===== config.mk =====
export PLATFORM = sky130hd
export DESIGN_NAME = mont_word_packer
export DESIGN_NICKNAME = d
export VERILOG_FILES = /design/src/rtl/mont_wp_pkg.sv /design/src/rtl/mont_wp_arbiter.sv /design/src/rtl/mont_word_packer.sv
export SDC_FILE = /design/constraint.sdc
export NUM_CORES = 2
export LEC_CHECK = 0
export ABC_AREA = 0
export CAP_MARGIN = 20
export CORE_AREA = 2 2 638 640
export DETAILED_ROUTE_END_ITERATION = 16
export DIE_AREA = 0 0 640 642
export HOLD_SLACK_MARGIN = 0.02
export PLACE_DENSITY_LB_ADDON = 0.2
export SYNTH_ARGS = -nofsm -noshare
export SYNTH_HDL_FRONTEND = slang
export SYNTH_SLANG_ARGS = --single-unit

===== constraint.sdc =====
create_clock -name clk -period 51.4 [get_ports clk]
set_input_delay 10.28 -clock clk [delete_from_list [all_inputs] [get_ports clk]]
set_output_delay 10.28 -clock clk [all_outputs]
set_load 0.1 [all_outputs]

===== src/rtl/mont_wp_pkg.sv =====
// mont_wp_pkg: shared word width, FSM state types and index-width helper for mont_word_packer
package mont_wp_pkg;

    localparam int WORD_W = 32;

    typedef enum logic {IN_FILL, IN_HOLD} in_state_t;
    typedef enum logic {EG_IDLE, EG_SEND} eg_state_t;

    // Index width for n items, never narrower than one bit
    function automatic int cidx_w(input int n);
        return (n > 1) ? $clog2(n) : 1;
    endfunction

endpackage


===== src/rtl/mont_wp_arbiter.sv =====
// mont_wp_arbiter: picks one pending core result; round-robin under MONT_WP_ROUND_ROBIN_EN, else lowest index wins
module mont_wp_arbiter
    import mont_wp_pkg::*;
#(
    parameter int NUM_CORES = 2,
    localparam int CIDX_W = cidx_w(NUM_CORES)
) (
    input  logic                 clk,
    input  logic                 rst,
    input  logic [NUM_CORES-1:0] req,
    input  logic                 adv,
    output logic [NUM_CORES-1:0] gnt,
    output logic [CIDX_W-1:0]    sel
);

`ifdef MONT_WP_ROUND_ROBIN_EN
    logic [CIDX_W-1:0]  ptr;
    logic [NUM_CORES-1:0] rot;
    logic [CIDX_W:0]    off;
    logic [CIDX_W:0]    sum;

    // Rotate requests so ptr sits at bit 0, take the lowest set bit, then undo the rotation
    always_comb begin
        rot = NUM_CORES'({req, req} >> ptr);
        off = '0;
        for (int i = NUM_CORES - 1; i >= 0; i--)
            if (rot[i]) off = (CIDX_W+1)'(i);
        sum = {1'b0, ptr} + off;
        sel = (sum >= (CIDX_W+1)'(NUM_CORES)) ? CIDX_W'(sum - (CIDX_W+1)'(NUM_CORES)) : CIDX_W'(sum);
    end

    // Search pointer moves to the core just after the winner on every grant
    always_ff @(posedge clk or posedge rst)
        if (rst)
            ptr <= '0;
        else if (adv)
            ptr <= (sel == CIDX_W'(NUM_CORES - 1)) ? '0 : sel + 1'b1;
`else
    logic unused_ok;

    assign unused_ok = &{1'b0, clk, rst, adv};

    // Lowest pending index wins
    always_comb begin
        sel = '0;
        for (int i = NUM_CORES - 1; i >= 0; i--)
            if (req[i]) sel = CIDX_W'(i);
    end
`endif

    assign gnt = (|req) ? NUM_CORES'(1) << sel : '0;

endmodule


===== src/rtl/mont_word_packer.sv =====
// mont_word_packer: 32-bit host word stream <-> NUM_CORES Montgomery cores with OPERAND_BITS-wide operands
// Build option MONT_WP_ROUND_ROBIN_EN makes egress arbitration round-robin (default: fixed priority)
module mont_word_packer
    import mont_wp_pkg::*;
#(
    parameter int OPERAND_BITS = 512,
    parameter int NUM_CORES = 2,
    localparam int WORDS = OPERAND_BITS / WORD_W,
    localparam int CIDX_W = cidx_w(NUM_CORES)
) (
    input  logic                              clk,
    input  logic                              rst,
    input  logic [WORD_W-1:0]                 in_data,
    input  logic [CIDX_W-1:0]                 in_core,
    input  logic                              in_last,
    input  logic                              in_valid,
    output logic                              in_ready,
    output logic [OPERAND_BITS-1:0]           core_din,
    output logic [NUM_CORES-1:0]              core_din_valid,
    input  logic [NUM_CORES-1:0]              core_din_ready,
    input  logic [NUM_CORES*OPERAND_BITS-1:0] core_dout,
    input  logic [NUM_CORES-1:0]              core_dout_valid,
    output logic [NUM_CORES-1:0]              core_dout_read,
    output logic [WORD_W-1:0]                 out_data,
    output logic [CIDX_W-1:0]                 out_core,
    output logic                              out_last,
    output logic                              out_valid,
    input  logic                              out_ready,
    output logic                              err_frame
);

    localparam int CNT_W = cidx_w(WORDS);
    localparam int OK_W = 2 ** CIDX_W;
    localparam logic [CNT_W-1:0] LAST_IDX = CNT_W'(WORDS - 1);
    // Bit c set when core index c exists; lets out-of-range indices be flagged by a lookup
    localparam logic [OK_W-1:0] CORE_OK = OK_W'((1 << NUM_CORES) - 1);

    in_state_t          in_state, in_next;
    logic [CNT_W-1:0]   in_cnt;
    logic [CIDX_W-1:0]  in_sel;
    logic               in_acc, in_err, in_done;

    eg_state_t              eg_state, eg_next;
    logic [CNT_W-1:0]       eg_cnt;
    logic [OPERAND_BITS-1:0] eg_shift;
    logic [NUM_CORES-1:0]   gnt;
    logic [CIDX_W-1:0]      sel;
    logic                   eg_cap, eg_fire;

    // ---------------- ingress ----------------
    assign in_ready       = in_state == IN_FILL;
    assign in_acc         = in_valid && in_ready;
    assign in_err         = (in_last && in_cnt != LAST_IDX) || (in_cnt == '0 && !CORE_OK[in_core]);
    assign in_done        = in_acc && !in_err && in_cnt == LAST_IDX;
    assign core_din_valid = (in_state == IN_HOLD) ? NUM_CORES'(1) << in_sel : '0;

    // Ingress state register
    always_ff @(posedge clk or posedge rst)
        if (rst)
            in_state <= IN_FILL;
        else
            in_state <= in_next;

    // Hold a completed operand until the addressed core takes it
    always_comb begin
        in_next = in_done ? IN_HOLD : (in_state == IN_HOLD && |(core_din_valid & core_din_ready)) ? IN_FILL : in_state;
    end

    // Word assembly, core latch and framing-error pulse; an errored frame restarts at word 0
    always_ff @(posedge clk or posedge rst)
        if (rst) begin
            core_din  <= '0;
            in_cnt    <= '0;
            in_sel    <= '0;
            err_frame <= 1'b0;
        end else begin
            err_frame <= in_acc && in_err;
            if (in_acc) begin
                in_cnt <= (in_err || in_cnt == LAST_IDX) ? '0 : in_cnt + 1'b1;
                if (!in_err) begin
                    for (int k = 0; k < WORDS; k++)
                        if (in_cnt == CNT_W'(k)) core_din[k*WORD_W +: WORD_W] <= in_data;
                    if (in_cnt == '0) in_sel <= in_core;
                end
            end
        end

    // ---------------- egress ----------------
    assign eg_cap         = eg_state == EG_IDLE && |core_dout_valid;
    assign eg_fire        = out_valid && out_ready;
    assign core_dout_read = (eg_state == EG_IDLE && !rst) ? gnt : '0;
    assign out_valid      = eg_state == EG_SEND;
    assign out_data       = eg_shift[WORD_W-1:0];
    assign out_last       = out_valid && eg_cnt == LAST_IDX;

    mont_wp_arbiter #(.NUM_CORES(NUM_CORES)) u_arb (
        .clk (clk),
        .rst (rst),
        .req (core_dout_valid),
        .adv (eg_cap),
        .gnt (gnt),
        .sel (sel)
    );

    // Egress state register
    always_ff @(posedge clk or posedge rst)
        if (rst)
            eg_state <= EG_IDLE;
        else
            eg_state <= eg_next;

    // Capture one result, then stream it until the last word is taken
    always_comb begin
        eg_next = eg_cap ? EG_SEND : (eg_fire && out_last) ? EG_IDLE : eg_state;
    end

    // Result capture and word-by-word shift-out; the emptied register reads back as zero
    always_ff @(posedge clk or posedge rst)
        if (rst) begin
            eg_shift <= '0;
            eg_cnt   <= '0;
            out_core <= '0;
        end else if (eg_cap) begin
            for (int i = 0; i < NUM_CORES; i++)
                if (sel == CIDX_W'(i)) eg_shift <= core_dout[i*OPERAND_BITS +: OPERAND_BITS];
            out_core <= sel;
        end else if (eg_fire) begin
            eg_shift <= eg_shift >> WORD_W;
            eg_cnt   <= out_last ? '0 : eg_cnt + 1'b1;
        end

endmodule


==> run summary <==
Status: finished clean
Cell with the most instances after synthesis: dfrtp_1
Number of synthesis warnings: 0
Post-layout min period: 23.13 ns
Worst clock skew: 0.1015 ns
Grt ovf: 0
Synth top area share: 49.60%
Layout cells sized above 1: 18.08%
Max Transition Viols Final: 0
Synth unique cells: 40
CP Buf/Inv Count: 3
Placer Congestion: 0.9805
Die Wd: 640 um
Comb pwr share: 44.8%
Crit-path most repeated cell: clkdlybuf4s50_1
Clock sink count: 1037
Postcts setup bufs: 0
Final setup TNS: 0 ns
Number of synthesized flops with an enable pin: 0
Drt via density: 4.020
Cell family with most CP delay: buffers and inverters
Async S/R FF share, synth: 100.0%
Synth Register Bits: 1037
Final setup vio count: 0
Kind of end point of the critical path: output pin
Hold Crit Class: reg2reg
Worst vdd ir: 0.00003382 V
Net count after synthesis: 6237
Reg area: 25950 um^2
Largest net degree at the start of global routing: 187
Fill cell count: 44630
Tcrit/Tclk final: 45.01%
Mapped Cells: 5166
RSZ-0062 raised after global routing: false
Sequential fraction of the synthesis area: 49.60%
Initial core utilization: 12.94%
Crit path kind: in2out
Max-cap violations: 0
First-pass iteration count of the detailed router: 5
Flop pwr share: 29.9%
Largest stage delay on the critical path: 1.14 ns
Initial antenna violation count: 301
Cell-internal power: 2.200 mW
Root Buffer: clkbuf_16
Lkg Pwr: 30.77 nW
CP Launch Type: input pin
Crit path DAT: 12.85 ns
Nets: 7525
Total core area: 404300 um^2
Psw: 2.002 mW
DR iter-0 viols: 3420
Synth-to-Final Area Change: 50.44%
Worst R2R Path Depth: 7
DP HPWL: 298.2 mm
Max-slew headroom: 21.29%
Worst skew pair latency: 0.85 ns
Vias in the first global route: 48970
Peak Freq: 43.23 MHz
Clock group share of total power: 25.3%
Worst Hold Depth: 1
Avg WL per Cell: 31.60 um
Hold_buf cts: 0
Power Total: 4.201 mW
Yosys top cell by area: dfrtp_1
Clock buffer depth: 4
IO buf count: 1618
Placement Rows: 234
CTS tree: built
Required time worst endpoint: 41.12 ns
Reg clk slew, reported paths: 0.06 ns
Total GRT Usage: 17.85%
Vias: 48450
DRC violations left: 0
Slowest cell on crit path: clkdlybuf4s50_1
Die ar.: 410900 um^2
CTS resizes: 0
Multi-input gate area: 24050 um^2
Worst-margin pin slew: 1.177 ns
Final wirelength: 380.8 mm
Power Density: 53.38 nW/um^2
Top post-synthesis cells by area: dfrtp_1 50%, mux2_2 11%, or3b_2 5.3%
H-tree depth: 4
Mapped Area: 52320 um^2
Commonest cells in the netlist: 1037 x dfrtp_1, 508 x mux2_2, 484 x a21oi_1
Sw Ratio: 47.64%
Remaining antenna violation count: 0
First-pass GRT wire length: 493.5 mm
Stages on the worst setup path: 4
CP Cell Sequence: clkdlybuf4s50_1, inv_8, and3_1, clkdlybuf4s50_1
Dominant synthesized flop cell: dfrtp_1
I/O Pins: 1619
Die H: 642 um
CP max FO: 100
Cts bufs inserted: 146
Final Hold Viols: 0
Mean post-synth cell area: 10.13 um^2
registers in the layout, summed over array words and instances, names as in the netlist:
name	cells
out_core	1
in_state	1
eg_cnt	4
in_cnt	4
out_valid	1
err_frame	1
in_sel	1
eg_shift	512
core_din	512
routing by layer:
metal | track usage, % | routed length [um] | up-vias
li1 | - | - | 20980
met1 | 20.79 | 149000 | 24870
met2 | 32.16 | 194900 | 1808
met3 | 3.921 | 23430 | 687
met4 | 5.659 | 12820 | 98
met5 | 0 | 632 | -
power by group through the flow:
stage / Clock [mW] / Sequential [mW] / Combinational, mW
after floorplan: 0 / 1.70 / 0.736
after global placement: 0 / 1.27 / 1.91
after detailed placement: 0 / 1.27 / 1.92
after CTS: 1.10 / 1.26 / 1.93
after global routing: 1.12 / 1.29 / 1.99
final: 1.06 / 1.26 / 1.88
path summary, 6_finish.rpt:
kind	startpoint	to	slack (ns)
max in group asynchronous	rst	eg_shift[216]	37.42
min in group asynchronous	rst	core_din[92]	10.11
setup / recovery	rst	core_dout_read[0]	28.27
hold reg to reg	core_din[139]	core_din[139]	0.49
hold / removal	core_din[139]	core_din[139]	0.49
setup reg to reg	out_valid	eg_shift[79]	47.00
layout by cell type, fill, tap and decap left out, types with 3 or more instances in the layout:
cell type,n
a21o_1,165
a21oi_1,484
a31oi_1,165
buf_12,10
buf_2,14
buf_4,81
buf_8,3
bufinv_16,10
clkbuf_1,36
clkbuf_16,149
clkbuf_8,32
clkdlybuf4s50_1,1587
clkinv_2,16
clkinvlp_4,4
dfrtp_1,1036
diode_2,59
ha_1,5
inv_1,7
inv_16,3
inv_6,5
mux2_1,6
mux2_2,508
mux2i_1,32
nand2_1,330
nand2_2,4
nand2b_1,318
nand3_1,37
nand3_2,5
nand3b_1,164
nor2_1,317
nor2b_1,4
o21ai_0,353
o31ai_1,316
or3b_2,316
metrics by stage:
stage	hold slack [ns]	cells	instance area (um^2)	utilization, %	setup slack, ns
2_1_floorplan	0.4596	5166	52320	-	6.648
3_3_place_gp	0.4711	11730	73640	18.21	28.19
3_5_place_dp	0.4782	11730	73680	18.22	28.22
4_1_cts	0.4911	11990	78560	19.43	28.22
5_1_grt	0.5093	12030	78640	19.45	28.13
6_report	0.4864	12050	78700	19.47	28.27
cells by family after synthesis:
| group | count (synthesis) | share of synthesized area (%) |
|---|---|---|
| and+or+nand+nor | 1523 | 16.94 |
| AOI/OAI and AO/OA | 1488 | 16.97 |
| DFF | 1037 | 49.60 |
| buffers and inverters | 566 | 4.683 |
| muxes | 546 | 11.68 |
| adders and majority gates | 5 | 0.1196 |
| xor gates and xnor gates | 1 | 0.01674 |
cell type report:
| type | count | share of cell area (%) |
|---|---|---|
| diodes | 59 | 0.1876 |
| clock buffers | 217 | 5.469 |
| inverters | 8 | 0.04769 |
| well taps | 5428 | 8.629 |
| multi-input cells | 3563 | 30.56 |
| repair buffers | 1698 | 21.40 |
| flip-flops and latches | 1037 | 32.98 |
| clock inverters | 41 | 0.7233 |
Power figures use the tool's default switching activity.
